<file path="src/rtl/sync_fifo_param_if.sv">
// Write/read handshake, status and error bundle for sync_fifo_param.
// master = the FIFO user, slave = the FIFO itself.
interface sync_fifo_param_if #(
  parameter int DATA_W = 32,
  parameter int DEPTH  = 8
);
  localparam int ADDR_W = $clog2(DEPTH);

  logic              wr_en;
  logic [DATA_W-1:0] wr_data;
  logic              rd_en;
  logic [DATA_W-1:0] rd_data;
  logic              rd_valid;
  logic              full;
  logic              empty;
  logic              almost_full;
  logic              almost_empty;
  logic [ADDR_W:0]   count;
  logic              overflow;
  logic              underflow;
  logic              clr_err;

  modport master (
    output wr_en, wr_data, rd_en, clr_err,
    input  rd_data, rd_valid, full, empty, almost_full, almost_empty,
           count, overflow, underflow
  );

  modport slave (
    input  wr_en, wr_data, rd_en, clr_err,
    output rd_data, rd_valid, full, empty, almost_full, almost_empty,
           count, overflow, underflow
  );
endinterface

</file>
<file path="src/rtl/sync_fifo_param.sv">
// Parametrised single-clock FIFO: simple dual-port RAM with registered read,
// occupancy counter, registered status flags and sticky error flags.
module sync_fifo_param #(
  parameter int DATA_W    = 32,
  parameter int DEPTH     = 8,
  parameter int ADDR_W    = $clog2(DEPTH),
  parameter int AF_THRESH = DEPTH - 2,
  parameter int AE_THRESH = 2
) (
  input  logic               clk,
  input  logic               rst,
  sync_fifo_param_if.slave   bus
);

  localparam logic [ADDR_W:0] DEPTH_CNT = (ADDR_W + 1)'(DEPTH);
  localparam logic [ADDR_W:0] AF_LVL    = (ADDR_W + 1)'(AF_THRESH);
  localparam logic [ADDR_W:0] AE_LVL    = (ADDR_W + 1)'(AE_THRESH);

  logic [DATA_W-1:0] mem [DEPTH];

  logic [ADDR_W-1:0] wr_ptr_reg, wr_ptr_next;
  logic [ADDR_W-1:0] rd_ptr_reg, rd_ptr_next;
  logic [ADDR_W:0]   count_reg, count_next;
  logic              full_reg, full_next;
  logic              empty_reg, empty_next;
  logic              almost_full_reg, almost_full_next;
  logic              almost_empty_reg, almost_empty_next;
  logic              overflow_reg, overflow_next;
  logic              underflow_reg, underflow_next;
  logic [DATA_W-1:0] rd_data_reg;
  logic              rd_valid_reg;
  logic              rd_acc, wr_acc;

  // A full FIFO may still take a write when a pop frees a slot at the same edge.
  assign rd_acc = bus.rd_en & ~empty_reg;
  assign wr_acc = bus.wr_en & (~full_reg | rd_acc);

  always_comb begin
    wr_ptr_next = wr_acc ? wr_ptr_reg + ADDR_W'(1) : wr_ptr_reg;
    rd_ptr_next = rd_acc ? rd_ptr_reg + ADDR_W'(1) : rd_ptr_reg;

    count_next = count_reg;
    case ({wr_acc, rd_acc})
      2'b10:   count_next = count_reg + (ADDR_W + 1)'(1);
      2'b01:   count_next = count_reg - (ADDR_W + 1)'(1);
      default: count_next = count_reg;
    endcase

    full_next         = (count_next == DEPTH_CNT);
    empty_next        = (count_next == '0);
    almost_full_next  = (count_next >= AF_LVL);
    almost_empty_next = (count_next <= AE_LVL);

    // A new error in the same cycle as clr_err keeps the flag set.
    overflow_next  = bus.clr_err ? 1'b0 : overflow_reg;
    underflow_next = bus.clr_err ? 1'b0 : underflow_reg;
    if (bus.wr_en & ~wr_acc)   overflow_next  = 1'b1;
    if (bus.rd_en & empty_reg) underflow_next = 1'b1;
  end

  // Storage is deliberately not reset so it maps onto block RAM.
  always_ff @(posedge clk) begin
    if (wr_acc) begin
      mem[wr_ptr_reg] <= bus.wr_data;
    end
  end

  always_ff @(posedge clk) begin
    if (rst) begin
      rd_data_reg  <= '0;
      rd_valid_reg <= 1'b0;
    end else begin
      rd_valid_reg <= rd_acc;
      if (rd_acc) begin
        rd_data_reg <= mem[rd_ptr_reg];
      end
    end
  end

  always_ff @(posedge clk) begin
    if (rst) begin
      wr_ptr_reg       <= '0;
      rd_ptr_reg       <= '0;
      count_reg        <= '0;
      full_reg         <= 1'b0;
      empty_reg        <= 1'b1;
      almost_full_reg  <= 1'b0;
      almost_empty_reg <= 1'b1;
      overflow_reg     <= 1'b0;
      underflow_reg    <= 1'b0;
    end else begin
      wr_ptr_reg       <= wr_ptr_next;
      rd_ptr_reg       <= rd_ptr_next;
      count_reg        <= count_next;
      full_reg         <= full_next;
      empty_reg        <= empty_next;
      almost_full_reg  <= almost_full_next;
      almost_empty_reg <= almost_empty_next;
      overflow_reg     <= overflow_next;
      underflow_reg    <= underflow_next;
    end
  end

  assign bus.rd_data      = rd_data_reg;
  assign bus.rd_valid     = rd_valid_reg;
  assign bus.full         = full_reg;
  assign bus.empty        = empty_reg;
  assign bus.almost_full  = almost_full_reg;
  assign bus.almost_empty = almost_empty_reg;
  assign bus.count        = count_reg;
  assign bus.overflow     = overflow_reg;
  assign bus.underflow    = underflow_reg;

endmodule
</file>
<file path="src/flat_wrapper.sv">
// flat-port wrapper written by rule: the top's interface ports become plain ports
module sync_fifo_param_flat 
#(
  parameter int DATA_W    = 32,
  parameter int DEPTH     = 8,
  parameter int ADDR_W    = $clog2(DEPTH),
  parameter int AF_THRESH = DEPTH - 2,
  parameter int AE_THRESH = 2
)
  (clk, rst, bus_wr_en, bus_wr_data, bus_rd_en, bus_clr_err, bus_rd_data, bus_rd_valid, bus_full, bus_empty, bus_almost_full, bus_almost_empty, bus_count, bus_overflow, bus_underflow);
  sync_fifo_param_if #(.DATA_W(DATA_W), .DEPTH(DEPTH)) bus_i ();
  input  logic clk;
  input  logic rst;
  input wire logic [$bits(bus_i.wr_en)-1:0] bus_wr_en;
  input wire logic [$bits(bus_i.wr_data)-1:0] bus_wr_data;
  input wire logic [$bits(bus_i.rd_en)-1:0] bus_rd_en;
  input wire logic [$bits(bus_i.clr_err)-1:0] bus_clr_err;
  output wire logic [$bits(bus_i.rd_data)-1:0] bus_rd_data;
  output wire logic [$bits(bus_i.rd_valid)-1:0] bus_rd_valid;
  output wire logic [$bits(bus_i.full)-1:0] bus_full;
  output wire logic [$bits(bus_i.empty)-1:0] bus_empty;
  output wire logic [$bits(bus_i.almost_full)-1:0] bus_almost_full;
  output wire logic [$bits(bus_i.almost_empty)-1:0] bus_almost_empty;
  output wire logic [$bits(bus_i.count)-1:0] bus_count;
  output wire logic [$bits(bus_i.overflow)-1:0] bus_overflow;
  output wire logic [$bits(bus_i.underflow)-1:0] bus_underflow;
  assign bus_i.wr_en = bus_wr_en;
  assign bus_i.wr_data = bus_wr_data;
  assign bus_i.rd_en = bus_rd_en;
  assign bus_i.clr_err = bus_clr_err;
  assign bus_rd_data = bus_i.rd_data;
  assign bus_rd_valid = bus_i.rd_valid;
  assign bus_full = bus_i.full;
  assign bus_empty = bus_i.empty;
  assign bus_almost_full = bus_i.almost_full;
  assign bus_almost_empty = bus_i.almost_empty;
  assign bus_count = bus_i.count;
  assign bus_overflow = bus_i.overflow;
  assign bus_underflow = bus_i.underflow;
  sync_fifo_param #(.DATA_W(DATA_W), .DEPTH(DEPTH), .ADDR_W(ADDR_W), .AF_THRESH(AF_THRESH), .AE_THRESH(AE_THRESH)) u_core (.clk(clk), .rst(rst), .bus(bus_i));
endmodule
</file>
<file path="config.mk">
export PLATFORM = sky130hd
export DESIGN_NAME = sync_fifo_param_flat
export DESIGN_NICKNAME = d
export VERILOG_FILES = /design/src/rtl/sync_fifo_param_if.sv /design/src/rtl/sync_fifo_param.sv /design/src/flat_wrapper.sv
export SDC_FILE = /design/constraint.sdc
export NUM_CORES = 1
export LEC_CHECK = 0
export CAP_MARGIN = 30
export CORE_AREA = 4 4 124 185
export CTS_BUF_LIST = sky130_fd_sc_hd__clkbuf_8
export DETAILED_ROUTE_END_ITERATION = 10
export DIE_AREA = 0 0 128 189
export PLACE_DENSITY = 0.74
export SYNTH_ARGS = -nofsm -noshare
export SYNTH_HDL_FRONTEND = slang
export SYNTH_SLANG_ARGS = --single-unit
</file>
<file path="constraint.sdc">
create_clock -name clk -period 7.3 [get_ports clk]
set_clock_uncertainty 0.05 [all_clocks]
set_input_delay 0.73 -clock clk [delete_from_list [all_inputs] [get_ports clk]]
set_output_delay 0.73 -clock clk [all_outputs]
set_load 0.005 [all_outputs]
</file>
### Yosys cells after proc, flatten, opt, wreduce, memory -nomap -nowiden

Memory sizes are Yosys's and may differ from the RTL's. A register that Yosys moved wholly into a read port is not among the register bits.
Index checks and enable logic that the tools add are counted.

| operators by class | value |
|---|---|
| add/sub/neg operators | 4 |
| magnitude comparators | 2 |
| equality and inequality tests | 3 |
| mux-type cells | 6 |
| bitwise logic cells | 8 |
| reduce and logical (&&, ||, !) cells | 3 |

Operators by type and width:

| kind | count |
|---|---|
| case mux 4 bit (2 select lines) | 1 |
| adder 3 x 1 -> 3 bit, second input constant | 2 |
| 2-to-1 mux 1 bit | 5 |
| adder 4 x 1 -> 4 bit, second input constant | 1 |
| bitwise AND 1 bit | 4 |
| == test 4 bit, second input constant | 1 |
| greater-or-equal comparator 4 x 3 -> 1 bit, second input constant | 1 |
| <= comparator 4 x 2 -> 1 bit, second input constant | 1 |
| logical NOT 4 bit | 1 |
| nonzero test 2 bit | 2 |
| subtractor 4 x 1 -> 4 bit, second input constant | 1 |
| inverter 1 bit | 3 |
| == test 2 x 1 -> 1 bit, second input constant | 1 |
| == test 2 bit, second input constant | 1 |
| OR 1 bit | 1 |

| word-level totals | value |
|---|---|
| flip-flop bits (word level) | 17 |
| memory bits (writable) | 256 |
| bits of input ports | 37 |
| output and inout bits | 43 |
| word-level logic and storage cells | 37 |
| memories kept | 1 |

Memories:

| name | depth | bits a word | read ports | clocked after Yosys merged registers in | write ports | RTL line | text |
|---|---|---|---|---|---|---|---|
| u_core.mem | 8 | 32 | 1 | 1 | 1 | sync_fifo_param.sv:19 | `logic [DATA_W-1:0] mem [DEPTH];` |

### Longest topological paths before layout

| depth | value |
|---|---|
| depth after elaboration | 7 |
| gate-level depth with buffers | 11 |
| depth with buffers taken out | 11 |

### Worst setup path after synthesis

Ideal clock, no wire load.

| timing | value |
|---|---|
| path type | input to register |
| from | input bus_rd_en |
| to | memory u_core.mem[0][0] (enable) |
| setup time | 0.461 ns |
| arrival | 3.511 ns |
| data required time | 6.789 ns |
| setup slack | 3.278 ns |
| cell stages on the path | 4 |
| buffers on the path | 0 |
| cells stage by stage | nand2b_1 a21boi_1 nand2b_1 nor3_1 |

| between the ends | value |
|---|---|
| cells in the longest elaborated chain, start to end | 5 |

Ends and longest elaborated chain:

| what | RTL line | text |
|---|---|---|
| start, declared | flat_wrapper.sv:16 | `input wire logic [$bits(bus_i.rd_en)-1:0] bus_rd_en;` |
| bitwise AND 1 bit | sync_fifo_param.sv:35 | `assign rd_acc = bus.rd_en & ~empty_reg;` |
| OR 1 bit | sync_fifo_param.sv:36 | `assign wr_acc = bus.wr_en & (~full_reg \| rd_acc);` |
| bitwise AND 1 bit | sync_fifo_param.sv:36 |  |
| 2-to-1 mux 1 bit | sync_fifo_param.sv:63 | `if (wr_acc) begin` |
| 2-to-1 mux 1 bit (implied by the code) | sync_fifo_param.sv:64 | `mem[wr_ptr_reg] <= bus.wr_data;` |
| end, declared | sync_fifo_param.sv:19 |  |

No other way between the ends.

### Worst setup path in the final report

| timing | value |
|---|---|
| from | input bus_rd_en |
| to | register u_core.full_reg, in the netlist u_core.bus.full |

| between the ends | value |
|---|---|
| cells in the longest elaborated chain, start to end | 6 |
| elaborated cells between the ends (all ways) | 7 |
| classes of those cells | 3 x eq/ne; 1 x mux; 3 x bitwise |

Ends and longest elaborated chain:

| what | RTL line | text |
|---|---|---|
| bitwise AND 1 bit (*) | sync_fifo_param.sv:35 |  |
| OR 1 bit | sync_fifo_param.sv:36 |  |
| bitwise AND 1 bit | sync_fifo_param.sv:36 |  |
| == test 2 x 1 -> 1 bit or == test 2 bit (tied branches) | sync_fifo_param.sv:43 | `case ({wr_acc, rd_acc})` |
| case mux 4 bit (2 select lines) (*) | sync_fifo_param.sv:43 |  |
| == test 4 bit (*) | sync_fifo_param.sv:49 | `full_next = (count_next == DEPTH_CNT);` |
| end signal, assigned | sync_fifo_param.sv:95 | `full_reg <= full_next;` |
| end, declared | sync_fifo_param.sv:24 | `logic full_reg, full_next;` |

Every way passes the cells marked *; elsewhere a longest branch is shown, timed or not.
A chain may end at the register's enable or synchronous reset.

==> qor.yml <==
clock_network:
  numClockSinks: 305
  clock_insertion_delay_worst_skew_ns: 0.54
  cts_resized: 0
  tritoncts: "done"
  maximum_number_of_buffers_from_clock_root_to_sink: 3
  cts.htree.levels: 2
  post-cts-setup-buffer-count: 0
  cts-buffers-inserted: 43
  hold_buffers: 0
  ctsRootBufferMaster: "sky130_fd_sc_hd__clkbuf_8"
  cts.reportedPaths.clkPinSlew_ns: 0.06
worst_hold_path:
  hold_path_class: "reg -> reg"
  min-delay-start: "u_core.bus.rd_data[21]"
  min_delay_worst_endpoint: "u_core.bus.rd_data[21]"
  hold_critical_path_depth: 2
floorplanning:
  std_cell_rows: 66
  dieArea_um2: 24200
  floorplan.die.height_um: 189
  dieWidth_um: 128
  start_util_pct: 53.9
  io_pins: 80
  core_area_um2: 21500
power:
  switching_power_mw: 0.977
  finalPower_mw: 3.94
  leakagePower_nw: 4.31
  irDropWorstVdd_uv: 147
  seq_power_share_pct: 52.6
  power_per_cell_area_nw_per_um2: 291
  combinationalPowerShare_pct: 16.9
  cellInternalPower_mw: 2.96
  clock_power_share_pct: 30.5
  netSwitchingFraction_pct: 24.8
grt:
  overflow: 0
  grt_pass1_wl_mm: 34.4
  maximum_number_of_pins_on_one_net_before_global_route_repair: 52
  antenna_found_initial: 0
  gr-usage-all-layers_pct: 18.5
  vias_in_the_first_global_route: 6218
worst_setup_path:
  r2r_end: "u_core.bus.full"
  timing.critical_path.from: "bus_rd_en"
  crit_path_end_kind: "flip-flop"
  maximum_fanout_count_along_the_critical_path: 5
  worst_r2r_startpoint: "u_core.bus.empty"
  timing.critical_path.slowest_cell_delay_ns: 0.48
  critical_path.slowest_cell: "sky130_fd_sc_hd__clkdlybuf4s50_1"
  critical_path.startpoint_type: "primary input"
  cp.arrival_ns: 3.62
  worst_r2r_path_depth: 11
  worst_case_register_to_register_setup_slack_ns: 4.36
  critPathKind: "in -> reg"
  cp_cell_sequence: "clkdlybuf4s50_1 > nand2b_1 > a21boi_1 > inv_1 > ha_1 > xor2_1 > ha_1 > a21oi_1 > mux2i_1 > xor2_1 > o21a_1 > nor3b_2"
  critPathRequiredTime_ns: 7.72
synthesis:
  synth_compound_gate_area_share_pct: 2.91
  largest_family_of_logic_cells_by_synthesized_area: "multiplexers"
  synth_top_cell_by_area: "sky130_fd_sc_hd__edfxtp_1"
  synth_area_per_cell_um2: 20.2
  synth.area.top_cells: "sky130_fd_sc_hd__edfxtp_1, sky130_fd_sc_hd__mux4_2, sky130_fd_sc_hd__dfxtp_1"
  netlist_instances: 573
  synth-simple-area-share_pct: 2.82
  ys.flop_type: "sky130_fd_sc_hd__edfxtp_1"
  synth_edf_count: 256
  synthMuxAreaShare_pct: 15.7
  post_synthesis_cell_area_um2: 11600
  synth_seq_cells: 305
  synth-adder-area-share_pct: 0.540
  synth-xor-area-share_pct: 0.595
  synthesized_netlist_net_count: 615
  synth_cell_types: 38
  synth.top_cell.area_share_pct: 66.4
  synthesis.yosys.warnings: 0
  part_of_the_yosys_area_used_for_sequential_elements_pct: 74.9
  async_reset_ff_share_pct: 0
placement:
  detailed_place_hpwl_mm: 13.2
  gp_congestion: 0.737
  postPlaceCellArea_um2: 12700
  port_buffers: 79
detailed_routing:
  postRouteAntennaNets: 0
  post-route-drc-count: 0
  drt_pass1_iterations: 5
  postRouteWirelength_mm: 21.7
  vias_per_cell: 5.77
  routedWlPerCell_um: 22.0
  detailroute.via_count: 5689
  drt_iter0_markers: 454
finish:
  share_of_layout_cells_above_drive_strength_1_pct: 19.5
  diodes: 0
  synthToLayoutAreaGrowth_pct: 17.0
  final_common_cell: "sky130_fd_sc_hd__edfxtp_1"
  largest_register_ffs: 256
  commonest_cells_after_routing_fill_and_taps_aside: "sky130_fd_sc_hd__edfxtp_1, sky130_fd_sc_hd__clkdlybuf4s50_1, sky130_fd_sc_hd__mux4_2"
  finish.net_count: 722
  fin_area_um2: 13500
  n_fill_cell: 1489
timing:
  least_margin_pin_slew_ns: 0.747
  finalHoldViolCount: 0
  fin_crit_share_pct: 43.9
  relSlewSlack_pct: 50.2
  finalMaxSlewViolations: 0
  tns_ns: 0
  rsz0062_at_grt: "no"
  period_needed_ns: 3.20
  highest_clock_rate_mhz: 312
  timing.final.setup_violations: 0
status:
  run_status: "finished clean"
run:
  count_of_max_cap_constraint_violations: 0
-- cells in the mapped netlist (all sizes together) (2+ instances only) --
master,instances
a211oi,32
a21oi,4
a22oi,2
buf,24
clkbuf,9
dfxtp,49
edfxtp,256
ha,5
inv,4
mux2i,34
mux4,64
nand2,10
nand2b,5
nor2,50
nor3,3
nor3b,3
o21ai,3
xor2,6
-- kinds of logic (layout without fill, tap and decap cells) --
group,after synthesis,after routing
AOI/OAI and AO/OA,46,46
and+or+nand+nor,75,75
xor gates and xnor gates,7,7
buffers and inverters,37,178
DFF,305,305
adders and majority gates,5,5
muxes,98,98
-- cell type report --
| type | instances | area [um^2] | area share (%) |
|---|---|---|---|
| Clock buffer | 44 | 606 | 4.47 |
| Inverter | 4 | 15.0 | 0.111 |
| Clock inverter | 35 | 179 | 1.32 |
| Multi-Input combinational cell | 231 | 2670 | 19.7 |
| Tap cell | 272 | 340 | 2.51 |
| Sequential cell | 305 | 8670 | 64.0 |
| Timing Repair Buffer | 95 | 1060 | 7.81 |
-- through the flow --
stage                     worst slack, ns  hold slack [ns]  cells  util, %
after floorplan                      3.28            0.412    573        -
after global placement               3.38            0.432    895     58.3
after detailed placement             3.32            0.440    905     59.3
after CTS                            3.93            0.453    984     62.9
after global routing                 3.89            0.473    986     63.1
final                                4.10            0.448    986     63.1
-- layer usage --
metal	GRT usage, %	vias to the layer above	wire length, um
met5	0	-	0
met4	6.90	0	535
met1	23.8	2933	8800
met3	2.71	44	1030
li1	-	2537	-
met2	31.8	175	11400
-- power by group through the flow --
stage	Clock, mW	Sequential [mW]	Combinational [mW]
5_1_grt	1.31	2.08	0.729
2_1_floorplan	0	2.08	0.463
3_5_place_dp	0	2.11	0.672
6_report	1.20	2.07	0.667
3_3_place_gp	0	2.10	0.628
4_1_cts	1.24	2.07	0.673
-- worst max path at each step --
stage / end / slack [ns] / cells past startpoint
after global routing: u_core.bus.full / 3.89 / 12
after detailed placement: u_core.mem[0][11] / 3.32 / 6
after global placement: u_core.bus.full / 3.38 / 11
after floorplan: u_core.mem[0][0] / 3.28 / 4
after CTS: u_core.mem[0][14] / 3.93 / 6
final: u_core.bus.full / 4.10 / 12
-- critical path, delay by kind of cell --
kind                       cells  cell delay [ns]
buffers and inverters          2             0.65
and+or+nand+nor                2             0.30
muxes                          1             0.23
AOI/OAI and AO/OA              3             0.74
xor gates and xnor gates       2             0.48
adders and majority gates      2             0.49
Note: power is estimated with default switching activity, not from simulation.
==> edit (same flow settings) <==
`DATA_W` is set to 32 in 3 places; all go to 16.
--- a/src/rtl/sync_fifo_param_if.sv
+++ b/src/rtl/sync_fifo_param_if.sv
@@ -1,7 +1,7 @@
 // Write/read handshake, status and error bundle for sync_fifo_param.
 // master = the FIFO user, slave = the FIFO itself.
 interface sync_fifo_param_if #(
-  parameter int DATA_W = 32,
+  parameter int DATA_W = 16,
   parameter int DEPTH  = 8
 );
   localparam int ADDR_W = $clog2(DEPTH);
--- a/src/rtl/sync_fifo_param.sv
+++ b/src/rtl/sync_fifo_param.sv
@@ -1,7 +1,7 @@
 // Parametrised single-clock FIFO: simple dual-port RAM with registered read,
 // occupancy counter, registered status flags and sticky error flags.
 module sync_fifo_param #(
-  parameter int DATA_W    = 32,
+  parameter int DATA_W    = 16,
   parameter int DEPTH     = 8,
   parameter int ADDR_W    = $clog2(DEPTH),
   parameter int AF_THRESH = DEPTH - 2,
--- a/src/flat_wrapper.sv
+++ b/src/flat_wrapper.sv
@@ -1,7 +1,7 @@
 // flat-port wrapper written by rule: the top's interface ports become plain ports
 module sync_fifo_param_flat 
 #(
-  parameter int DATA_W    = 32,
+  parameter int DATA_W    = 16,
   parameter int DEPTH     = 8,
   parameter int ADDR_W    = $clog2(DEPTH),
   parameter int AF_THRESH = DEPTH - 2,
Ports: changed (resized bus_rd_data and bus_wr_data); port bits go from 80 to 48. The function was not compared with the original's and may differ.
==> edit against the original RTL <==
Critical path depth is 1 lower. Cell area is 45% lower. Final cell count is 31% lower. Combinational power is 41% lower. Sequential cell count is 144 lower. Via count is 45% lower. Routed wire length is 45% lower. Setup slack worse by 0.20 ns. Total power is 45% lower. Count of clock-buffer cells in the layout is 27 lower. First-iteration DRC count is 69% lower. Area after synthesis is 46% lower. Utilization is 28 points lower.
==> edit: results <==
metrics = {
    "synth": {
        "synth.distinct_cells": 37,
        "ys_seq_area_frac": 0.725,
        "synthAdderAreaFrac": 0.0101,
        "synth_edf_count": 128,
        "syn-num-nets": 362,
        "synth_area_leaders": "edfxtp_1 (62%), dfxtp_1 (11%), mux4_2 (11%), mux2i_1 (2.9%), nor2_1 (2.1%)",
        "muxShareOfSynthArea": 0.147,
        "synth_compound_area_frac": 0.0355,
        "synth_xor_area_frac": 0.0111,
        "synth_common_cells": "edfxtp_1 (128), nor2_1 (34), dfxtp_1 (33)",
    },
    "clock_tree": {
        "clk_pin_slew_ns": 0.09,
        "cts.path.max_buffers": 2,
        "clock_latency_ns": 0.44,
        "htree_levels": 4,
        "cts_root_buffer": "clkbuf_8",
    },
    "route": {
        "wl_met1_mm": 4.36,
        "dr.pass1.iters": 6,
        "drt-initial-drc-count": 141,
        "vias": 3124,
        "wl_met2_mm": 6.87,
        "met3WireLength_um": 519,
        "routed_wl_mm": 12.0,
    },
    "final_layout": {
        "fillCellCount": 1981,
        "layout-drive-gt1-share": 0.208,
        "largest_reg_flops": 128,
        "final_nets": 418,
        "regArea_mm2": 0.00451,
    },
    "timing": {
        "hold_ws_ns": 0.453,
        "post-route-min-period_ns": 3.40,
        "worstMarginPinSlew_ns": 0.967,
    },
    "grt": {
        "gr-usage-met1": 0.103,
        "met3_usage": 0.0274,
        "grt_usage": 0.103,
        "grt_pass1_vias": 3356,
        "antenna_found_initial": 2,
        "grtUsageMet2": 0.193,
        "grt_pass1_wl_mm": 18.7,
        "grt_max_degree": 35,
    },
    "placed_design": {
        "dp.cells": 645,
        "gp_congestion": 0.715,
        "place_ws_ns": 3.42,
        "hpwlAfterDp_mm": 7.92,
    },
    "power_and_ir_drop": {
        "irDropWorstVdd_mv": 0.124,
        "p_clk_mw": 0.647,
        "power_density_mw_per_mm2": 290,
        "swShare": 0.275,
        "powerSeq_mw": 1.12,
    },
    "setup_path": {
        "reg2reg_slack_ns": 4.22,
        "cpLargestDelayFamily": "buffers and inverters",
        "path_max_fanout": 19,
        "max_stage_delay_ns": 0.53,
        "arrival_ns": 3.73,
    },
    "status": {
        "outcome": "complete, no violations",
    },
}
edit: cell types whose count changed after synthesis, moves of 16 or more:
| cell | change |
|---|---|
| mux4_2 | -24 |
| edfxtp_1 | -128 |
| dfxtp_1 | -16 |
| nor2_1 | -16 |
| mux2i_1 | -16 |
| a211oi_1 | -16 |
edit: final timing paths:
kind,from,end,depth (start not counted)
setup / recovery,bus_rd_en,u_core.bus.full$_SDFF_PP0_,11
hold / removal,u_core.bus.overflow$_SDFFE_PP0P_,u_core.bus.overflow$_SDFFE_PP0P_,2
setup reg to reg,u_core.bus.empty$_SDFF_PP1_,u_core.bus.full$_SDFF_PP0_,10
hold reg to reg,u_core.bus.overflow$_SDFFE_PP0P_,u_core.bus.overflow$_SDFFE_PP0P_,2
edit: final cells by class:
class	instances	area share
antenna	2	0.000672
clock buffer	17	0.0314
clock inverter	14	0.0219
inverter	4	0.00202
multi-input combinational	151	0.211
sequential	161	0.606
tap	272	0.0457
timing repair buffer	57	0.0820
